===== src/rtl/spi_frame_ctrl.sv =====
// spi_frame_ctrl
// ----------------------------------------------------------------------------
// Frame sequencer in front of an SPI mode-0 byte engine. One accepted start
// runs a frame of NBYTES bytes to slave ch_sel. The controller drives the
// slave's chip select, hands each byte to the engine, collects the received
// bytes, and publishes the complete frame on data_out with a frame_done pulse.
// It supports single-shot or continuous frames, an inter-byte gap with CS held
// low, and a timeout on the engine handshake.
//
// Byte-engine handshake: get_byte is a request that stays high until the
// engine answers with busy=1. The controller then drops get_byte and waits for
// busy=0. The cycle after busy falls, data_rx is captured. data_send is only
// meaningful while get_byte is high, and reads 0 otherwise.
//
// Ports
//   clk, rst       system clock; asynchronous active-high reset
//   start, cont    level start request; 1 = continuous frames while start held
//   ch_sel         slave index (latched at frame start)
//   tx_frame       bytes to send, byte 0 in the MSBs (latched at frame start)
//   busy, data_rx  byte engine status and last received byte
//   get_byte       byte request to the engine
//   data_send      byte presented to the engine
//   cs_n           active-low chip selects, at most one low
//   data_out       last complete received frame, byte 0 in the MSBs
//   frame_done     one-cycle pulse when data_out updates
//   ctrl_busy      high whenever the sequencer is not idle
//   err            sticky error (bad ch_sel or timeout), cleared by next start
//   dbg_state      current FSM state (IDLE=0, REQ=1, WAIT=2, CAPT=3, GAP=4, DONE=5)
// ----------------------------------------------------------------------------
module spi_frame_ctrl #(
    parameter int NBYTES     = 5,
    parameter int NCS        = 2,
    parameter int CH_W       = 1,
    parameter int GAP_CYCLES = 10,
    parameter int TIMEOUT    = 1023
) (
    input  logic                  clk,
    input  logic                  rst,
    input  logic                  start,
    input  logic                  cont,
    input  logic [CH_W-1:0]       ch_sel,
    input  logic [8*NBYTES-1:0]   tx_frame,
    input  logic                  busy,
    input  logic [7:0]            data_rx,
    output logic                  get_byte,
    output logic [7:0]            data_send,
    output logic [NCS-1:0]        cs_n,
    output logic [8*NBYTES-1:0]   data_out,
    output logic                  frame_done,
    output logic                  ctrl_busy,
    output logic                  err,
    output logic [2:0]            dbg_state
);

    localparam int        FW    = 8 * NBYTES;
    localparam int        TMR_W = 16;
    localparam logic [3:0] LAST = 4'(NBYTES - 1);

    typedef enum logic [2:0] {
        S_IDLE = 3'd0,
        S_REQ  = 3'd1,
        S_WAIT = 3'd2,
        S_CAPT = 3'd3,
        S_GAP  = 3'd4,
        S_DONE = 3'd5
    } state_t;

    state_t            state_q, state_d;
    logic [3:0]        cnt_q, cnt_d;
    logic [TMR_W-1:0]  tmr_q, tmr_d;
    logic [CH_W-1:0]   ch_q, ch_d;
    logic [FW-1:0]     tx_q, tx_d;
    logic [FW-1:0]     shift_q, shift_d;
    logic [FW-1:0]     dout_q, dout_d;
    logic              err_q, err_d;
    // hold_q: already spent the first DONE cycle (frame_done only once).
    logic              hold_q, hold_d;
    // lock_q: a single-shot timeout happened; start must drop before retry.
    logic              lock_q, lock_d;

    logic              ch_ok;
    logic [6:0]        sh_amt;
    logic [NCS-1:0]    cs_sel;
    logic [FW-1:0]     shift_ins;
    logic              tmo_hit;

    assign ch_ok     = int'(ch_sel) < NCS;
    // Byte cnt lives at bit offset 8*(NBYTES-1-cnt) so that byte 0 is the MSBs.
    assign sh_amt    = 7'(8 * (NBYTES - 1 - int'(cnt_q)));
    assign cs_sel    = ~(NCS'(1) << ch_q);
    assign shift_ins = (shift_q & ~(FW'(8'hFF) << sh_amt)) | (FW'(data_rx) << sh_amt);
    // The timer holds the number of completed cycles in the current state,
    // so this fires at the end of the TIMEOUT-th cycle spent in REQ/WAIT.
    assign tmo_hit   = tmr_q == TMR_W'(TIMEOUT - 1);

    always_comb begin
        state_d    = state_q;
        cnt_d      = cnt_q;
        ch_d       = ch_q;
        tx_d       = tx_q;
        shift_d    = shift_q;
        dout_d     = dout_q;
        err_d      = err_q;
        lock_d     = lock_q;
        hold_d     = 1'b0;
        get_byte   = 1'b0;
        data_send  = 8'h00;
        cs_n       = '1;
        frame_done = 1'b0;
        case (state_q)
            S_IDLE: begin
                if (!start) begin
                    lock_d = 1'b0;
                end else if (!lock_q) begin
                    if (ch_ok) begin
                        ch_d    = ch_sel;
                        tx_d    = tx_frame;
                        err_d   = 1'b0;
                        cnt_d   = 4'd0;
                        state_d = S_REQ;
                    end else begin
                        err_d = 1'b1;
                    end
                end
            end
            S_REQ: begin
                cs_n      = cs_sel;
                get_byte  = 1'b1;
                data_send = 8'(tx_q >> sh_amt);
                // busy wins over a timeout reached in the same cycle.
                if (busy) begin
                    state_d = S_WAIT;
                end else if (tmo_hit) begin
                    err_d   = 1'b1;
                    lock_d  = !cont;
                    state_d = S_IDLE;
                end
            end
            S_WAIT: begin
                cs_n = cs_sel;
                if (!busy) begin
                    state_d = S_CAPT;
                end else if (tmo_hit) begin
                    err_d   = 1'b1;
                    lock_d  = !cont;
                    state_d = S_IDLE;
                end
            end
            S_CAPT: begin
                cs_n    = cs_sel;
                shift_d = shift_ins;
                cnt_d   = cnt_q + 4'd1;
                if (cnt_q == LAST) begin
                    dout_d  = shift_ins;
                    state_d = S_DONE;
                end else if (GAP_CYCLES == 0) begin
                    state_d = S_REQ;
                end else begin
                    state_d = S_GAP;
                end
            end
            S_GAP: begin
                cs_n = cs_sel;
                if (tmr_q == TMR_W'(GAP_CYCLES - 1)) begin
                    state_d = S_REQ;
                end
            end
            S_DONE: begin
                frame_done = !hold_q;
                // Single shot with start still high parks here until it drops.
                if (start && !cont) begin
                    hold_d = 1'b1;
                end else begin
                    state_d = S_IDLE;
                end
            end
            default: begin
                state_d = S_IDLE;
            end
        endcase
    end

    always_comb begin
        if (state_d != state_q) begin
            tmr_d = '0;
        end else if (tmr_q != '1) begin
            tmr_d = tmr_q + TMR_W'(1);
        end else begin
            tmr_d = tmr_q;
        end
    end

    always_ff @(posedge clk or posedge rst) begin
        if (rst) begin
            state_q <= S_IDLE;
            cnt_q   <= '0;
            tmr_q   <= '0;
            ch_q    <= '0;
            tx_q    <= '0;
            shift_q <= '0;
            dout_q  <= '0;
            err_q   <= 1'b0;
            hold_q  <= 1'b0;
            lock_q  <= 1'b0;
        end else begin
            state_q <= state_d;
            cnt_q   <= cnt_d;
            tmr_q   <= tmr_d;
            ch_q    <= ch_d;
            tx_q    <= tx_d;
            shift_q <= shift_d;
            dout_q  <= dout_d;
            err_q   <= err_d;
            hold_q  <= hold_d;
            lock_q  <= lock_d;
        end
    end

    assign data_out  = dout_q;
    assign err       = err_q;
    assign ctrl_busy = state_q != S_IDLE;
    assign dbg_state = state_q;

endmodule


===== config.mk =====
export PLATFORM = sky130hd
export DESIGN_NAME = spi_frame_ctrl
export DESIGN_NICKNAME = d
export VERILOG_FILES = /design/src/rtl/spi_frame_ctrl.sv
export SDC_FILE = /design/constraint.sdc
export NUM_CORES = 1
export LEC_CHECK = 0
export BUFFER_PORTS_ARGS = -buffer_cell sky130_fd_sc_hd__buf_2
export CORE_UTILIZATION = 45
export CTS_BUF_LIST = sky130_fd_sc_hd__clkbuf_8
export DETAILED_ROUTE_END_ITERATION = 6
export PLACE_DENSITY_LB_ADDON = 0.25
export SYNTH_ARGS = -nofsm -noshare
export SYNTH_HDL_FRONTEND = slang
export SYNTH_SLANG_ARGS = --single-unit

===== constraint.sdc =====
create_clock -name clk -period 5.24 [get_ports clk]
set_input_delay 0.786 -clock clk [delete_from_list [all_inputs] [get_ports clk]]
set_output_delay 0.786 -clock clk [all_outputs]
set_load 0.02 [all_outputs]

---- Yosys cells after proc, flatten, opt, wreduce, memory -nomap -nowiden ----
Index checks and enable logic that the tools add are counted.
word-level totals
  output and inout bits ................... 57
  register bits ........................... 147
  word-level logic and storage cells ...... 82
operators by class
  shift-type cells ........................ 4
  bitwise logic cells ..................... 5
  equal/unequal tests ..................... 15
  mux-type cells .......................... 31
  $add $sub $neg .......................... 3
  reduce and logical (&&, ||, !) cells .... 14
operator list
  kind                                                                     count
  40-bit bitwise AND                                                       1
  40-bit NOT                                                               1
  40-bit bitwise OR                                                        1
  8-bit by 7-bit << shifter with 40-bit output                             1
  8-bit by 7-bit << shifter with 40-bit output, first input constant       1
  40-bit by 7-bit >> shifter with 8-bit output                             1
  16-bit 2-to-1 mux                                                        2
  3-bit 2-to-1 mux                                                         7
  3-bit case mux with 6 select lines                                       1
  16-bit by 1-bit adder with 16-bit output, second input constant          1
  16-bit by 10-bit equality test with 1-bit output, second input constant  1
  16-bit by 4-bit equality test with 1-bit output, second input constant   1
  16-bit != test, second input constant                                    1
  1-bit 2-to-1 mux                                                         14
  2-bit != test, second input constant                                     5
  4-bit 2-to-1 mux                                                         2
  8-bit 2-to-1 mux                                                         1
  4-bit case mux with 2 select lines                                       1
  3-bit by 2-bit equality test with 1-bit output, second input constant    2
  3-bit equality test, second input constant                               2
  1-bit case mux with 3 select lines                                       2
  3-bit AND reduction                                                      2
  3-bit nonzero test                                                       2
  5-bit AND reduction                                                      1
  other kinds (16)                                                         18

---- Logic depth before layout (Yosys ltp) ----
Gate-level depths: netlist (run 1).
  depth after elaboration ................. 6
  gate-level depth with buffers ........... 11
  depth with buffers taken out ............ 8

---- Worst setup path after synthesis (run 1) ----
OpenSTA, ideal clock, no wires.
  path kind ............................... register to output
  start ................................... reg cnt_q[0]
  end ..................................... out data_send[2]
  data required time ...................... 4.454 ns
  path buffers ............................ 3
  setup slack ............................. 1.906 ns
  arrival ................................. 2.548 ns
  cell stages (with the launch flop) ...... 9
  cells stage by stage .................... dfrtp_1 > buf_2 > buf_1 > inv_1 > ha_1 > clkbuf_1 > mux4_2 > nand2_1 > a21oi_1
on the way
  longest elaborated chain between the ends .. 3
RTL lines
  item                                          line  RTL
  start: declaration                            69    logic [3:0] cnt_q, cnt_d;
  start signal: assignment                      207   cnt_q <= cnt_d;
  3-bit by 4-bit subtractor with 4-bit output   89    assign sh_amt = 7'(8 * (NBYTES - 1 - int'(cnt_q)));
  40-bit by 7-bit >> shifter with 8-bit output  129   data_send = 8'(tx_q >> sh_amt);
  8-bit 2-to-1 mux                              110   case (state_q)
  end: declaration                              46    output logic [7:0] data_send,
No other way between the ends.

---- Worst setup path after layout (run 1) ----
  start ................................... reg cnt_q[0]
  end ..................................... out data_send[3]
The elaborated chain is that of the path after synthesis.

==> reports/qor.yml, run 1 <==
timing:
  rsz0062_at_grt: "false"
  min_period_ps: 4200
  fin_crit_sh: 0.801
  holdWs_ps: 500
  setup_viol: 0
  drv_slew: 0
  max_slew_margin: 0.384
  fin_tns_setup_ps: 0
  clock.fmax_mhz: 238
  setup_slack_ps: 1040
  worst_pin_slew_ps: 924
  hold_viol_final: 0
  clock_skew_ps: 12.0
pwr:
  p_sw_uw: 1450
  ir_drop_uv: 374
  power.leakage_uw: 0.00381
  p_seq_frac: 0.432
  combPwrFrac: 0.338
  power_density_nw_per_um2: 536
  pwr-share-clk: 0.229
  power_uw: 4130
  p_sw_frac: 0.351
  internal_power_uw: 2680
route:
  wirelength_um: 15000
  routedWlPerCell_um: 17.6
  num_vias: 4863
  drtPass1Iterations: 5
  viasPerCell: 5.71
  ant_nets: 0
  drt_iter0_markers: 367
  drc: 0
yosys:
  syn_avg_cell_area_um2: 11.9
  synth-seq-cells: 147
  synth.area.top_cells: "dfrtp_1 (56%), a22o_1 (9.6%), mux2_2 (7.2%)"
  ys_seq_area_frac: 0.559
  synth_commonest_cells: "dfrtp_1 (147), a22o_1 (72), nor2_1 (55)"
  ys.flop_type: "dfrtp_1"
  synth_warnings: 0
  syn_inst: 551
  synth.most_common_cell: "dfrtp_1"
  synth_cell_types: 50
  async_reset_ff_frac: 1.00
  syn-cell-area_um2: 6580
  synth.net_count: 613
  yosys.area.top_type: "dfrtp_1"
  synth_top_area_share: 0.559
  synth_edf_count: 0
floorplanning:
  coreArea_um2: 14100
  die_w_um: 123
  num_io_pins: 111
  row_count: 43
  initial_core_util: 0.467
  dieHeight_um: 123
  die_area_um2: 15100
cts:
  cts_max_level: 4
  cts_tree: "yes"
  cts_buffers: 17
  cts_resized: 0
  path_clk_slew_ps: 80
  cts_hold_buf: 0
  cts_root_buffer: "clkbuf_8"
  post_cts_buffers: 0
  clock_latency_ps: 460
  clockBufferDepth: 2
  cts_sinks: 147
run:
  drv_cap: 0
worst_setup_path:
  critPathCaptureType: "output port"
  cp_slowest_cell: "dfrtp_1"
  reg2reg_to: "tmr_q[5]"
  crit_fanout: 20
  regToRegStartpoint: "cnt_q[0]"
  worst-path-buf-inv: 2
  ff2ff_path_depth: 8
  critical_path.max_stage_delay_ps: 920
  critPathKind: "reg2out"
  reg2reg_slack_ps: 1890
  path_cells: "inv_1 > ha_1 > nor2_1 > nand3_1 > a21oi_1 > buf_2"
  arrival_ps: 3410
  cp-start-kind: "flop"
  critPathTopFamily: "flip-flops"
  crit_required_ps: 4450
hold_path:
  hold_depth: 1
  hold_end: "data_out[26]"
  hold_class: "reg2reg"
  hold_start: "shift_q[26]"
grt:
  grt_use_total: 0.214
  grt_pass1_wl_um: 24400
  antenna_found_initial: 0
  grt_max_degree: 105
  overflow: 0
  grt_pass1_vias: 4682
final_layout:
  drive_above_1_share: 0.308
  n_antenna_cell: 0
  final_nets: 720
  area_growth_pct: 16.9
placed_design:
  hpwl_um: 10200
  pre_cts_slack_ps: 1490
  gp_congestion: 0.816
  io_buffer_count: 110
outcome:
  status: "completed"
## state kept, by name (all words and copies together) (netlist names)
| signal | count |
|---|---|
| ch_q | 1 |
| cnt_q | 4 |
| data_out | 40 |
| dbg_state | 3 |
| err | 1 |
| hold_q | 1 |
| lock_q | 1 |
| shift_q | 40 |
| tmr_q | 16 |
| tx_q | 40 |
## power by group through the flow
| stage | combinational (uW) | sequential [uW] | clock, uW |
|---|---|---|---|
| after global placement | 1350 | 1790 | 0 |
| after floorplan | 1100 | 1730 | 0 |
| after detailed placement | 1400 | 1800 | 0 |
| final | 1400 | 1780 | 946 |
| after CTS | 1410 | 1790 | 961 |
| after global routing | 1530 | 1840 | 1010 |
## cells in the final DEF (no fill, tap or decap), types with 3 or more instances in the layout
master / n
dfrtp_1: 147
buf_2: 110
a22o_1: 72
nor2_1: 55
mux2_2: 42
nand2_1: 34
a21oi_1: 30
clkbuf_8: 20
a21o_1: 16
nand3_1: 15
xnor2_1: 9
xor2_1: 9
nand2b_1: 8
mux4_2: 8
ha_1: 8
inv_1: 7
nand4_1: 7
nor3_1: 7
o21ai_0: 7
and3_1: 6
nor3_2: 4
inv_6: 4
and2_1: 3
nor3b_1: 3
o22ai_1: 3
clkinv_2: 3
bufinv_16: 3
buf_4: 3
## metrics by stage
stage,utilization,cells,cell area (um2)
6_report,0.546,851,7700
5_1_grt,0.546,851,7700
4_1_cts,0.546,851,7700
3_5_place_dp,0.516,819,7270
3_3_place_gp,0.516,819,7270
2_1_floorplan,-,551,6580
## worst reg2reg max path, cell delays in order (launching register included)
cell and delay [ps]:
dfrtp_1 920, inv_1 270, ha_1 380, nand2b_4 130
nor4b_4 90, or4_4 550, o21a_1 210, o21ai_2 540
nor2_1 120
## area by class of cell
cell class	instances	area, um2
Clock buffer	20	275
Sequential cell	147	3680
Clock inverter	12	153
Inverter	7	31.3
Multi-Input combinational cell	372	2760
Tap cell	180	225
Timing Repair Buffer	113	573
Fill cell	1204	6400
## metal layers
| layer | share of wire | global-route usage |
|---|---|---|
| met4 | 0.0096 | 0.0602 |
| met2 | 0.45 | 0.317 |
| met1 | 0.48 | 0.308 |
| met3 | 0.060 | 0.0586 |
| met5 | 0 | 0 |
## kinds of logic after synthesis
group,after synthesis,share of synthesized area
AND/OR/NAND/NOR,156,0.121
flip-flops,147,0.559
AO/OA/AOI/OAI,139,0.158
multiplexers,51,0.101
buffers and inverters,32,0.0226
XOR/XNOR,18,0.0240
adder cells (fa/ha/maj),8,0.0152
## how the worst max path moves through the flow
| stage | startpoint | end | slack [ps] | depth (start not counted) |
|---|---|---|---|---|
| floorplan | rst | ch_q | 500 | 1 |
| global placement | cnt_q[0] | data_send[3] | 1630 | 6 |
| detailed placement | cnt_q[0] | data_send[3] | 1490 | 6 |
| CTS | cnt_q[0] | data_send[3] | 970 | 6 |
| global route | cnt_q[0] | data_send[3] | 700 | 6 |
| finish | cnt_q[0] | data_send[3] | 1040 | 6 |
Note: power is estimated with default switching activity, not from simulation.
==> inputs of run 2 (changes only) <==
==> constraint.sdc (replaced) <==
create_clock -name clk -period 3.9 [get_ports clk]
set_input_delay 0.585 -clock clk [delete_from_list [all_inputs] [get_ports clk]]
set_output_delay 0.585 -clock clk [all_outputs]
set_load 0.02 [all_outputs]
==> run 2 against run 1 <==
Compared with the run above:
- critical path depth up 1
- critical endpoint unchanged
- utilization barely moved
- final cell count up 0.24%
- die area unchanged
- worst hold slack lost 130 ps
- sequential share of layout area is essentially flat
- non-clock buffer count rose by 2
- count of clock-buffer cells in the layout down 3
- largest cell class unchanged
- clock skew grew 1.3 ps
- power is 33% higher
- wire length increased by 0.94%
==> reports/qor.yml, run 2 (synthesis results as in run 1) <==
worst_setup_path:
  regToRegStartpoint: "cnt_q[0]"  # unchanged
  worst-path-buf-inv: 3  # was 2
  critPathCaptureType: "output port"  # unchanged
  critical_path.max_stage_delay_ps: 610  # was 920 ps
  path_cells: "buf_4 > inv_1 > ha_1 > nor2_1 > nand3_1 > a21oi_1 > buf_2"  # was inv_1 > ha_1 > nor2_1 > nand3_1 > a21oi_1 > buf_2
  reg2reg_slack_ps: 780  # was 1890 ps
  crit_fanout: 20  # unchanged
  critPathTopFamily: "simple AND/OR/NAND/NOR gates"  # was flip-flops
  cp-start-kind: "flop"  # unchanged
  crit_required_ps: 3310  # was 4450 ps
  cp_slowest_cell: "nor2_1"  # was dfrtp_1
  critPathKind: "reg2out"  # unchanged
  reg2reg_to: "data_out[16]"  # was tmr_q[5]
  ff2ff_path_depth: 9  # was 8
  critPathLaunch: "cnt_q[0]"  # unchanged
  arrival_ps: 3030  # was 3410 ps
route:
  drt_iter0_markers: 296  # was 367
  wirelength_um: 15100  # was 15,000 um
  num_vias: 4760  # was 4,863
  ant_nets: 0  # unchanged
  drc: 0  # unchanged
  viasPerCell: 5.58  # was 5.71
  drtPass1Iterations: 5  # unchanged
  routedWlPerCell_um: 17.7  # was 17.6 um
timing:
  clock.fmax_mhz: 277
  rsz0062_at_grt: "false"  # unchanged
  clock_skew_ps: 13.2  # was 12.0 ps
  setup_viol: 0  # unchanged
  fin_tns_setup_ps: 0  # unchanged
  fin_crit_sh: 0.926
  min_period_ps: 3610
  max_slew_margin: 0.321  # was 0.384
  setup_slack_ps: 287  # was 1040 ps
  hold_viol_final: 0  # unchanged
  worst_pin_slew_ps: 1020  # was 924 ps
  drv_slew: 0  # unchanged
grt:
  use_met2: 0.323  # was 0.317
  grt_pass1_vias: 4661  # was 4,682
  grt_use_total: 0.213  # was 0.214
  antenna_found_initial: 0  # unchanged
  met1_usage: 0.299  # was 0.308
  grt_pass1_wl_um: 24200  # was 24,400 um
  grt_max_degree: 68  # was 105
  use_met3: 0.0484  # was 0.0586
  overflow: 0  # unchanged
  grt-busiest-layer: "met2"  # unchanged
pwr:
  ir_drop_uv: 386  # was 374 uV
  power_uw: 5510  # was 4130 uW
  power.leakage_uw: 0.00379  # was 0.00381 uW
  power_density_nw_per_um2: 715  # was 536 nW/um2
final_layout:
  layout_commonest_cell: "dfrtp_1"  # unchanged
  n_fill_cell: 1243  # was 1,204
  drive_above_1_share: 0.309  # was 0.308
  n_antenna_cell: 0  # unchanged
  final_nets: 722  # was 720
  final_cell_count_no_fill: 853  # was 851
  multi_input_comb_area_um2: 2760  # unchanged
  layout_common_cells: "dfrtp_1 (147), buf_2 (110), a22o_1 (72), nor2_1 (55), mux2_2 (42)"  # unchanged
  seqCellArea_um2: 3680  # unchanged
  area_growth_pct: 16.9  # about the same
hold_path:
  hold_end: "tx_q[18]"  # was data_out[26]
  hold_class: "in2reg"  # was reg2reg
  hold_start: "tx_frame[18]"  # was shift_q[26]
  hold_depth: 2  # was 1
cts:
  cts_tree: "yes"  # unchanged
  clockBufferDepth: 2  # unchanged
  post_cts_buffers: 0  # unchanged
  cts_resized: 0  # unchanged
  cts_sinks: 147  # unchanged
  path_clk_slew_ps: 90  # was 80 ps
  clock_latency_ps: 440  # was 460 ps
  cts_buffers: 17  # unchanged
  cts_root_buffer: "clkbuf_8"  # unchanged
  cts_hold_buf: 0  # unchanged
  cts_max_level: 4  # unchanged
placed_design:
  dp_cells: 821  # was 819
  io_buffer_count: 110  # unchanged
  hpwl_um: 10600  # was 10,200 um
  pre_cts_slack_ps: 753  # was 1490 ps
  gp_congestion: 0.841  # was 0.816
floorplanning:
  dieHeight_um: 123  # unchanged
  die_area_um2: 15100  # unchanged
  initial_core_util: 0.467  # unchanged
  num_io_pins: 111  # unchanged
  row_count: 43  # unchanged
  coreArea_um2: 14100  # unchanged
  die_w_um: 123  # unchanged
outcome:
  status: "completed"  # unchanged
run:
  drv_cap: 0  # unchanged
## run 2: final cells by class
| cell class | instances | area share |
|---|---|---|
| clock buffer | 17 | 0.0304 |
| clock inverter | 15 | 0.0219 |
| multi-input combinational | 372 | 0.359 |
| inverter | 7 | 0.00390 |
| tap | 180 | 0.0293 |
| sequential | 147 | 0.478 |
| timing repair buffer | 115 | 0.0780 |
## run 2: routing by layer
layer	up-vias	share of wire	routed length, um
li1	2239	-	-
met1	2367	0.47	7110
met2	145	0.46	6970
met3	9	0.056	850
met4	0	0.012	182
met5	-	0	0
## run 2: power breakdown
part / internal, uW / switching, uW
clock network: 626 / 578
logic: 908 / 1040
registers: 2010 / 341
total: 3550 / 1960
## run 2: stage by stage
stage | hold WS [ps] | utilization | area [um2]
5_1_grt | 341 | 0.546 | 7700
3_5_place_dp | 486 | 0.517 | 7290
3_3_place_gp | 482 | 0.517 | 7290
2_1_floorplan | 466 | - | 6590
4_1_cts | 338 | 0.546 | 7700
6_report | 366 | 0.546 | 7700
## run 2: worst max-delay path by stage
stage,slack [ps],cells past startpoint,end
floorplan,770,8,data_send[2]
detailed placement,750,9,data_out[16]
CTS,280,7,data_send[3]
global route,40,7,data_send[3]
global placement,900,7,data_send[3]
finish,290,7,data_send[3]
